--- src/rtl/spi_brightness_rx.sv ---
// SPI mode-0 slave: oversamples sclk/cs_n/mosi on sysclk, decodes {enable, duty} frames; SPI_READBACK_EN adds readback on o_miso.
// Latency: o_valid rises SYNC_STAGES+2 sysclk cycles after the frame-completing SCLK rising edge at the pin.
// Backpressure: none; outputs are held until the next accepted frame, each accept pulses o_valid once.
`ifndef BRIGHTNESS_WIDTH
`define BRIGHTNESS_WIDTH 7
`endif

module spi_brightness_rx #(
    parameter int BRIGHTNESS_WIDTH = `BRIGHTNESS_WIDTH,
    parameter int SYNC_STAGES      = 2
) (
    input  logic                        sysclk,
    input  logic                        rst,
    input  logic                        i_sclk,
    input  logic                        i_cs_n,
    input  logic                        i_mosi,
    output logic                        o_miso,
    output logic                        o_enb,
    output logic [BRIGHTNESS_WIDTH-1:0] o_d,
    output logic                        o_valid,
    output logic                        o_frame_err
);
    localparam int FRAME_W = BRIGHTNESS_WIDTH + 1;
    localparam int CNT_W   = $clog2(FRAME_W + 1);
    localparam logic [CNT_W-1:0] CNT_FULL = CNT_W'(FRAME_W);

    typedef enum logic [1:0] {IDLE, SHIFT, DONE} state_t;
    state_t r_state, w_state_nxt;

    logic [SYNC_STAGES-1:0]      r_sclk_sync, r_cs_sync, r_mosi_sync;
    logic                        r_sclk_prev, r_cs_prev;
    logic                        w_sclk, w_cs_n, w_mosi, w_sclk_rise, w_cs_fall;
    logic [FRAME_W-1:0]          r_shreg;
    logic [CNT_W-1:0]            r_bit_cnt;
    logic                        r_enb, r_valid, r_frame_err;
    logic [BRIGHTNESS_WIDTH-1:0] r_d;
    logic                        w_clr, w_shift, w_load, w_err;

    // cs_prev resets low, so a falling edge only counts once cs_n has been seen high
    always_ff @(posedge sysclk) begin
        if (rst) begin
            r_sclk_sync <= '0;
            r_cs_sync   <= '0;
            r_mosi_sync <= '0;
            r_sclk_prev <= 1'b0;
            r_cs_prev   <= 1'b0;
        end else begin
            r_sclk_sync <= {r_sclk_sync[SYNC_STAGES-2:0], i_sclk};
            r_cs_sync   <= {r_cs_sync[SYNC_STAGES-2:0], i_cs_n};
            r_mosi_sync <= {r_mosi_sync[SYNC_STAGES-2:0], i_mosi};
            r_sclk_prev <= w_sclk;
            r_cs_prev   <= w_cs_n;
        end
    end

    assign w_sclk      = r_sclk_sync[SYNC_STAGES-1];
    assign w_cs_n      = r_cs_sync[SYNC_STAGES-1];
    assign w_mosi      = r_mosi_sync[SYNC_STAGES-1];
    assign w_sclk_rise = w_sclk & ~r_sclk_prev;
    assign w_cs_fall   = ~w_cs_n & r_cs_prev;

    always_ff @(posedge sysclk) begin
        if (rst) r_state <= IDLE;
        else     r_state <= w_state_nxt;
    end

    always_comb begin
        w_state_nxt = r_state;
        w_clr       = 1'b0;
        w_shift     = 1'b0;
        w_load      = 1'b0;
        w_err       = 1'b0;
        case (r_state)
            IDLE: begin
                if (w_cs_fall) begin
                    w_state_nxt = SHIFT;
                    w_clr       = 1'b1;
                end
            end
            SHIFT: begin
                // a final edge coinciding with cs_n release still completes the frame
                if (r_bit_cnt == CNT_FULL) begin
                    w_load      = 1'b1;
                    w_state_nxt = DONE;
                end else if (w_sclk_rise) begin
                    w_shift = 1'b1;
                end else if (w_cs_n) begin
                    w_err       = 1'b1;
                    w_state_nxt = IDLE;
                end
            end
            DONE: begin
                if (w_cs_n) w_state_nxt = IDLE;
            end
            default: w_state_nxt = IDLE;
        endcase
    end

    always_ff @(posedge sysclk) begin
        if (rst) begin
            r_shreg     <= '0;
            r_bit_cnt   <= '0;
            r_enb       <= 1'b0;
            r_d         <= '0;
            r_valid     <= 1'b0;
            r_frame_err <= 1'b0;
        end else begin
            r_valid     <= w_load;
            r_frame_err <= w_err;
            if (w_clr)
                r_bit_cnt <= '0;
            else if (w_shift && r_bit_cnt != CNT_FULL)
                r_bit_cnt <= r_bit_cnt + 1'b1;
            if (w_shift)
                r_shreg <= {r_shreg[FRAME_W-2:0], w_mosi};
            if (w_load) begin
                r_enb <= r_shreg[FRAME_W-1];
                r_d   <= r_shreg[BRIGHTNESS_WIDTH-1:0];
            end
        end
    end

    assign o_enb       = r_enb;
    assign o_d         = r_d;
    assign o_valid     = r_valid;
    assign o_frame_err = r_frame_err;

`ifdef SPI_READBACK_EN
    logic [FRAME_W-1:0] r_rb;
    logic [CNT_W-1:0]   r_rb_cnt;
    logic               r_miso;
    logic               w_sclk_fall;

    assign w_sclk_fall = ~w_sclk & r_sclk_prev;

    // MSB leaves on cs_n fall; each later bit leaves on a synced SCLK fall, then 0
    always_ff @(posedge sysclk) begin
        if (rst) begin
            r_rb     <= '0;
            r_rb_cnt <= '0;
            r_miso   <= 1'b0;
        end else if (r_state == IDLE) begin
            r_miso <= 1'b0;
            if (w_cs_fall) begin
                r_miso   <= r_enb;
                r_rb     <= {r_d, 1'b0};
                r_rb_cnt <= CNT_W'(1);
            end
        end else if (w_sclk_fall) begin
            if (r_rb_cnt < CNT_FULL) begin
                r_miso   <= r_rb[FRAME_W-1];
                r_rb     <= {r_rb[FRAME_W-2:0], 1'b0};
                r_rb_cnt <= r_rb_cnt + 1'b1;
            end else begin
                r_miso <= 1'b0;
            end
        end
    end

    assign o_miso = r_miso;
`else
    assign o_miso = 1'b0;
`endif

endmodule
--- config.mk ---
export PLATFORM = sky130hd
export DESIGN_NAME = spi_brightness_rx
export DESIGN_NICKNAME = d
export VERILOG_FILES = /design/src/rtl/spi_brightness_rx.sv
export SDC_FILE = /design/constraint.sdc
export NUM_CORES = 1
export LEC_CHECK = 0
export CAP_MARGIN = 30
export CORE_MARGIN = 2
export CORE_UTILIZATION = 56
export DETAILED_ROUTE_END_ITERATION = 8
export PLACE_DENSITY = 0.81
export RECOVER_POWER = 100
export SLEW_MARGIN = 10
export SYNTH_ARGS = -nofsm -noshare
export SYNTH_HDL_FRONTEND = slang
export SYNTH_SLANG_ARGS = --single-unit
--- constraint.sdc ---
create_clock -name sysclk -period 2.2 [get_ports sysclk]
set_input_delay 0.33 -clock sysclk [delete_from_list [all_inputs] [get_ports sysclk]]
set_output_delay 0.33 -clock sysclk [all_outputs]
set_load 0.01 [all_outputs]
# ---- Yosys cells after proc, flatten, opt, wreduce, memory -nomap -nowiden
# Cells that the tools add are included.
dict set report word_totals {
  reg_bits 32
  input_bits 5
  out_inout_bits 11
}
dict set report classes {
  addsub 1
  eq_ne 6
  n_mux 13
  bitwise 5
  reduce_logical 5
}
# op n
set ops {}
lappend ops {{$mux 1} 8}
lappend ops {{$mux 2} 4}
lappend ops {{$pmux 2 s3} 1}
lappend ops {{$add 4x1->4 const B} 1}
lappend ops {{$eq 4x4->1 const B} 1}
lappend ops {{$ne 4x4->1 const B} 1}
lappend ops {{$reduce_or 4->1} 1}
lappend ops {{$ne 3x3->1 const B} 1}
lappend ops {{$not 1->1} 3}
lappend ops {{$and 1x1->1} 2}
lappend ops {{$eq 2x1->1 const B} 1}
lappend ops {{$eq 2x2->1 const B} 1}
lappend ops {{$logic_not 2->1} 1}
lappend ops {{$ne 2x2->1 const B} 1}
lappend ops {{$reduce_and 2->1} 1}
lappend ops {{$reduce_or 2->1} 1}
lappend ops {{$logic_and 1x1->1} 1}

# ---- Logic depth before layout (Yosys ltp)
dict set report depth {
  word_depth 6
  mapped_depth 6
  mapped_depth_nobuf 5
}

# ---- Worst setup path after synthesis
# OpenSTA, ideal clock, no wires.
dict set report synth_timing {
  kind {reg2reg}
  from {register r_bit_cnt[0]}
  to {register r_bit_cnt[2]}
  t_arrival_ns 1.344
  slack_ns 0.786
  stages_incl_launch_ff 6
  path_buffers 0
  cell_sequence {dfxtp_1 -> inv_1 -> ha_1 -> and3b_1 -> or4_1 -> a21oi_1}
}
dict set report synth_via {
  elab_chain_cells 4
  word_cells_on_any_way 6
  classes_between {1 x add/sub; 2 x eq/ne; 2 x mux; 1 x reduce/logical}
}
# element line
set synth_rtl {}
lappend synth_rtl {{from (decl)} 34} ;# logic [CNT_W-1:0] r_bit_cnt;
lappend synth_rtl {{from (signal assigned)} 113} ;# r_bit_cnt <= r_bit_cnt + 1'b1;
lappend synth_rtl {{$eq 4x4->1} 82} ;# if (r_bit_cnt == CNT_FULL) begin
lappend synth_rtl {{$mux 1} 82}
lappend synth_rtl {{$mux 1} 73} ;# case (r_state)
lappend synth_rtl {{$logic_and 1x1->1} 112} ;# else if (w_shift && r_bit_cnt != CNT_FULL)
# Several ways; a longest one is shown, not always the timed one.
# A chain may end at the register's enable or synchronous reset.

# ---- Final worst setup path
# Ends and elaborated chain as after synthesis.

==> summary.txt <==
Clock network
  • Clock edge transition at the registers on the reported setup and hold paths: 0.09 ns
  • Htree depth: 2
  • # Post-CTS Setup Buffers: 0
  • Post-CTS Hold Buffers: 0
  • Clock latency on the worst-skew pair: 0.33 ns
  • PostCTS Resize Cnt: 0
  • Clock root cell: clkbuf_4
  • CTS max path bufs: 2
  • CTS Buf Count: 5
  • CTS tree: built
  • Clk sinks: 32

Worst hold path
  • Hold Crit Start: r_sclk_sync[0]
  • Hold EP: r_sclk_sync[1]
  • WHS Path Cells: 1
  • HP Class: reg2reg

Yosys
  • Synth Register Bits: 32
  • Ys async rst share: 0%
  • Part of the Yosys area used for sequential elements: 52.5%
  • Cell Area, Synth: 0.00122 sq mm
  • Synth Area in XOR/XNOR: 0%
  • Post-synthesis simple-gate area fraction: 19.6%
  • Synth top area cells: dfxtp_1 52%, a21oi_1 9.0%, o21ai_0 7.8%
  • Top FF cell, synth: dfxtp_1
  • Post-synth top area share: 52.5%
  • Mapped Avg Cell Area: 8.85 sq um
  • Post-synthesis mux area share: 0%
  • Adder-cell area share of the yosys netlist: 2.05%
  • Post-synthesis compound-gate area fraction: 19.8%
  • Yosys cell types: 26
  • Syn nets: 145
  • Main combinational cell family by area after synthesis: compound AO/OA/AOI/OAI gates
  • Post-synth EDFFs: 0
  • Dominant cell type by area after synthesis: dfxtp_1
  • Ys Warns: 0
  • Cells after Synth: 138

Worst setup path
  • Critical Path End Type: flip-flop
  • Critical path's top delay family: simple AND/OR/NAND/NOR gates
  • Reg2reg start: r_bit_cnt[0]
  • Worst-path cell chain: inv_1 -> ha_1 -> and3b_1 -> or4_1 -> a21oi_1
  • R2R depth: 5
  • Worst-path fanout max: 21
  • Critical-path top delay cell: or4_1
  • R2R Path End: r_bit_cnt[2]
  • WP data arrival: 2.06 ns
  • Worst path max stage delay: 0.53 ns
  • R2R Setup Slk: 0.41 ns
  • Worst path bufs/invs: 1
  • Crit Path Category: reg2reg
  • Type of origin of the critical path: flip-flop
  • WP data required: 2.47 ns

STA
  • Setup_tns: 0 ns
  • Worst slew pin tran: 0.752 ns
  • Crit path time final: 1.79 ns
  • Hold WS: 0.446 ns
  • Final hold violations: 0
  • Slew HR: 49.8%
  • Period utilization: 81.4%
  • Slew Viols, Final: 0
  • Final setup fails: 0
  • Fmax achieved: 559 MHz
  • RSZ-0062 raised after global routing: no
  • Worst Clk Skew: 0.00757 ns

Power
  • VDD IR max: 0.000622 V
  • P_leak: 0.501 nW
  • Power per cell area: 656 mW/mm^2

Final layout
  • Share of cells above drive strength 1: 6.00%
  • Seq. cell area: 641 sq um
  • Syn-to-layout area delta: 15.0%
  • Area of the multi-input gates: 509 sq um
  • Final Util: 70.1%
  • Ant. Diodes: 0
  • Net count, final: 157
  • Fill count: 178

Placement
  • Final RePlAce weighted congestion: 0.737
  • Post-DP HPWL: 1.57 mm
  • Port Buffers: 14

Routing
  • Initial DRC count: 29
  • Via count: 1016
  • # DRC: 0
  • Routed wire per std cell: 13.1 microns
  • Routed wire length: 2.32 mm
  • DRT antenna net count: 0
  • Vias/cell: 5.74
  • Drt pass-1 iters: 4

Global routing
  • Largest net degree at the start of global routing: 22
  • First-pass GRT wire length: 4.10 mm
  • Gr ovfl total: 0
  • Vias in the first global route: 965
  • Initial antenna violation count: 0
  • Global Route Usage Sum: 21.8%

Job
  • Maxcap violations: 0

Floorplan
  • Row count: 16
  • Initial Util: 61.0%
  • Die H: 50.7 microns
  • Core area: 0.00200 sq mm
  • Ports: 16
  • Die footprint: 0.00257 sq mm
  • Die X: 50.7 microns

Outcome
  • Outcome: complete, no violations
## cell usage in the layout (no fill, tap or decap)
cell type,Yosys,routed
clkinv_2,0,1
clkbuf_1,7,2
dlygate4sd3_1,0,11
o2111a_1,1,1
nand4_1,1,1
clkdlybuf4s50_1,0,3
nor3b_1,1,1
dfxtp_1,32,32
and3b_1,1,1
clkbuf_4,0,5
nor2_1,3,3
a31o_2,2,2
nand4bb_1,1,1
inv_1,6,6
or3_1,1,1
nand2b_1,1,1
or4_1,1,1
and2_1,1,1
nand3b_1,1,1
a21oi_1,22,22
nor2b_1,8,8
nand3_1,18,18
buf_4,1,1
and4bb_1,0,1
conb_1,1,1
o31ai_1,1,1
ha_1,2,2
nand2_1,2,2
o21ai_0,19,19
## cells by family (layout without fill, tap and decap cells)
logic type | count (synthesis) | after routing
buffers and inverters | 17 | 29
other | 1 | 1
DFF | 32 | 32
AOI/OAI and AO/OA | 45 | 45
adders and majority gates | 2 | 2
and+or+nand+nor | 41 | 41
## flip-flops by register name, indices dropped and copies added, names as in the netlist
| signal | cells |
|---|---|
| o_d | 7 |
| o_enb | 1 |
| o_frame_err | 1 |
| o_valid | 1 |
| r_bit_cnt | 4 |
| r_cs_prev | 1 |
| r_cs_sync | 2 |
| r_mosi_sync | 2 |
| r_sclk_prev | 1 |
| r_sclk_sync | 2 |
| r_shreg | 8 |
| r_state | 2 |
## routing by layer
metal	part of all wire, %	track usage [%]
met5	0	0
met4	2.7	12.2
met3	5.0	8.93
met2	49	36.0
met1	44	23.6
## synth_stat cells, types with 2 or more instances
cell	instances
a21oi_1	22
a31o_2	2
buf_2	3
clkbuf_1	7
dfxtp_1	32
ha_1	2
inv_1	6
nand2_1	2
nand3_1	18
nor2_1	3
nor2b_1	8
o21ai_0	19
## worst max-delay path by stage
stage,startpoint,endpoint,cells past startpoint,slack (ns)
floorplan,r_bit_cnt[0],r_bit_cnt[2],5,0.79
global route,r_bit_cnt[0],o_d[2],5,0.27
CTS,r_bit_cnt[0],r_bit_cnt[2],5,0.42
detailed placement,r_bit_cnt[0],r_bit_cnt[2],5,0.44
finish,r_bit_cnt[0],r_bit_cnt[2],5,0.41
global placement,r_bit_cnt[0],r_bit_cnt[2],5,0.53
## power breakdown
group	internal, W	switching [W]	leakage (nW)	total [W]
Sequential	0.000586	0.00000332	0.259	0.000589
Combinational	0.0000138	0.0000184	0.214	0.0000321
Clock	0.000117	0.000183	0.0281	0.000300
## through the flow
step / total power [W] / setup slack, ns / instance area [sq um] / cells
final: 0.000921 / 0.410 / 1400 / 177
after global placement: 0.000634 / 0.531 / 1360 / 170
after detailed placement: 0.000636 / 0.436 / 1360 / 170
after floorplan: 0.000623 / 0.786 / 1220 / 138
after CTS: 0.000931 / 0.422 / 1410 / 177
after global routing: 0.000966 / 0.269 / 1400 / 177
## final cells by class
type	instances	area share (%)
Clock inverter	1	0.357
Multi-Input combinational cell	89	36.3
Sequential cell	32	45.6
Clock buffer	6	2.94
Tap cell	27	2.41
Inverter	6	1.60
Timing Repair Buffer	16	10.8
(Power assumes the default switching activity.)
==> patch: new RTL, config.mk and constraints unchanged <==
Change the parameter `SYNC_STAGES` from 2 to 4. Comments in the files are not updated.
--- a/src/rtl/spi_brightness_rx.sv
+++ b/src/rtl/spi_brightness_rx.sv
@@ -9,3 +9,3 @@
     parameter int BRIGHTNESS_WIDTH = `BRIGHTNESS_WIDTH,
-    parameter int SYNC_STAGES      = 2
+    parameter int SYNC_STAGES      = 4
 ) (
Behaviour: not the same (a bounded check fails within 10 cycles, from zero or initial values and one cycle with rst high).
==> patch against the unedited design <==
- utilization down 5.3 points
- sequential cell count up 6
- synthesized area up 13%
- worst setup slack worse by 0.057 ns
- die area up 12%
- power up 17%
- wire length up 6.2%
- final area up 11%
- critical path type unchanged
- critical endpoint unchanged
- highest routed layer unchanged
==> patch: results (changes against the unedited design) <==
metric	value	unit	change
clock_path_buffers	2		unchanged
timing.rr.end	r_bit_cnt[2]$_SDFFE_PP0P_		
max_stage_delay	0.55	ns	+0.02 ns
port_buffers	14		unchanged
clock_latency	0.34	ns	
async_flop_share	0	%	unchanged
hold_depth	1		unchanged
worst_pin_slew	1.12	ns	+0.367 ns
dr_wl_met3	97	µm	-17%
wl	2.46	mm	+6.2%
whs	0.442	ns	-0.00392 ns
gp_congestion	0.748		+1.6%
cts_max_level	2		unchanged
min_to	r_sclk_sync[1]$_SDFF_PP0_		
met1_length	1.07	mm	+5.5%
drt_iter0_markers	23		-21%
grt_pass1_vias	936		-3.0%
worstPathArrival	2.13	ns	+0.07 ns
drive_gt1_share	5.00	%	-1.0 points
grt_start_max_net_pins	30		+36%
regMostFlops	r_shreg		
vias_per_cell	5.59		-2.6%
power.leakage	0.558	nW	+11%
post_cts_resize_count	0		unchanged
netlist_top_cells_count	38 x dfxtp_1, 22 x a21oi_1, 19 x o21ai_0, 18 x nand3_1, 14 x nor2b_1		
dr.max_layer_used	met4		
rrSetupSlack	0.35	ns	-0.06 ns
synth_area_leaders	dfxtp_1 55%, a21oi_1 8.0%, o21ai_0 6.9%		
swShare	21.1	%	-1.1 points
fin_skew	0.00603	ns	-0.00153 ns
cp_max_fo	21		unchanged
r2r_start	r_bit_cnt[0]$_SDFFE_PP0P_		
peakVddDrop	0.509	mV	-18%
n_antenna_cell	0		unchanged
postSynthNetCount	158		+9.0%
wl_met2	1.26	mm	+12%
holdCritStartpoint	r_sclk_sync[0]$_SDFF_PP0_		
grt_usage	19.4	%	-2.4 points
status	finished clean		
hold_path_class	reg -> reg		
yosysSeqAreaShare	55.0	%	+2.6 points
grt_pass1_wl	3.91	mm	-4.5%
clkTransAtPathRegs	0.11	ns	+0.02 ns
final_nets	168		+7.0%
ctsRootBufferMaster	clkbuf_4		
post-dp-hpwl	1.60	mm	+1.9%
-- patch: cell type report --
class                   count  area, µm²
clock buffers               6       51.3
fillers                   201        847
inverters                   6       22.5
multi-input cells          95        547
flip-flops and latches     38        761
well taps                  30       37.5
repair buffers             15        144
-- patch: worst max path at each step --
stage / start / end
2_1_floorplan: r_bit_cnt[0]$_SDFFE_PP0P_ / r_bit_cnt[2]$_SDFFE_PP0P_
3_3_place_gp: r_bit_cnt[0]$_SDFFE_PP0P_ / r_bit_cnt[2]$_SDFFE_PP0P_
3_5_place_dp: r_bit_cnt[0]$_SDFFE_PP0P_ / r_bit_cnt[2]$_SDFFE_PP0P_
4_1_cts: r_bit_cnt[0]$_SDFFE_PP0P_ / r_bit_cnt[2]$_SDFFE_PP0P_
5_1_grt: r_bit_cnt[0]$_SDFFE_PP0P_ / o_d[1]$_SDFFE_PP0P_
6_report: r_bit_cnt[0]$_SDFFE_PP0P_ / r_bit_cnt[2]$_SDFFE_PP0P_
-- patch: cell families after synthesis --
kind of cell | synth area share [%]
buffers and inverters | 5.43
other | 0.271
flip-flops | 55.0
AND/OR/NAND/NOR | 20.0
AO/OA/AOI/OAI | 17.5
adder cells (fa/ha/maj) | 1.81
-- patch: routing by layer --
metal	up-vias	global-route usage, %
li1	534	-
met1	504	21.4
met2	19	32.7
met3	5	7.50
met4	0	8.97
met5	-	0
-- patch: power groups by stage --
stage          Combinational [W]  Clock, W  Sequential, W
2_1_floorplan          0.0000195         0       0.000713
3_3_place_gp           0.0000272         0       0.000713
3_5_place_dp           0.0000281         0       0.000714
4_1_cts                0.0000281  0.000362       0.000698
5_1_grt                0.0000301  0.000383       0.000699
6_report               0.0000268  0.000354       0.000698
-- patch: per-stage QoR --
step	instances	area, µm²	worst slack (ns)
final	190	1560	0.353
after global routing	190	1560	0.194
after CTS	190	1570	0.372
after floorplan	151	1380	0.786
after global placement	184	1520	0.531
after detailed placement	184	1520	0.414
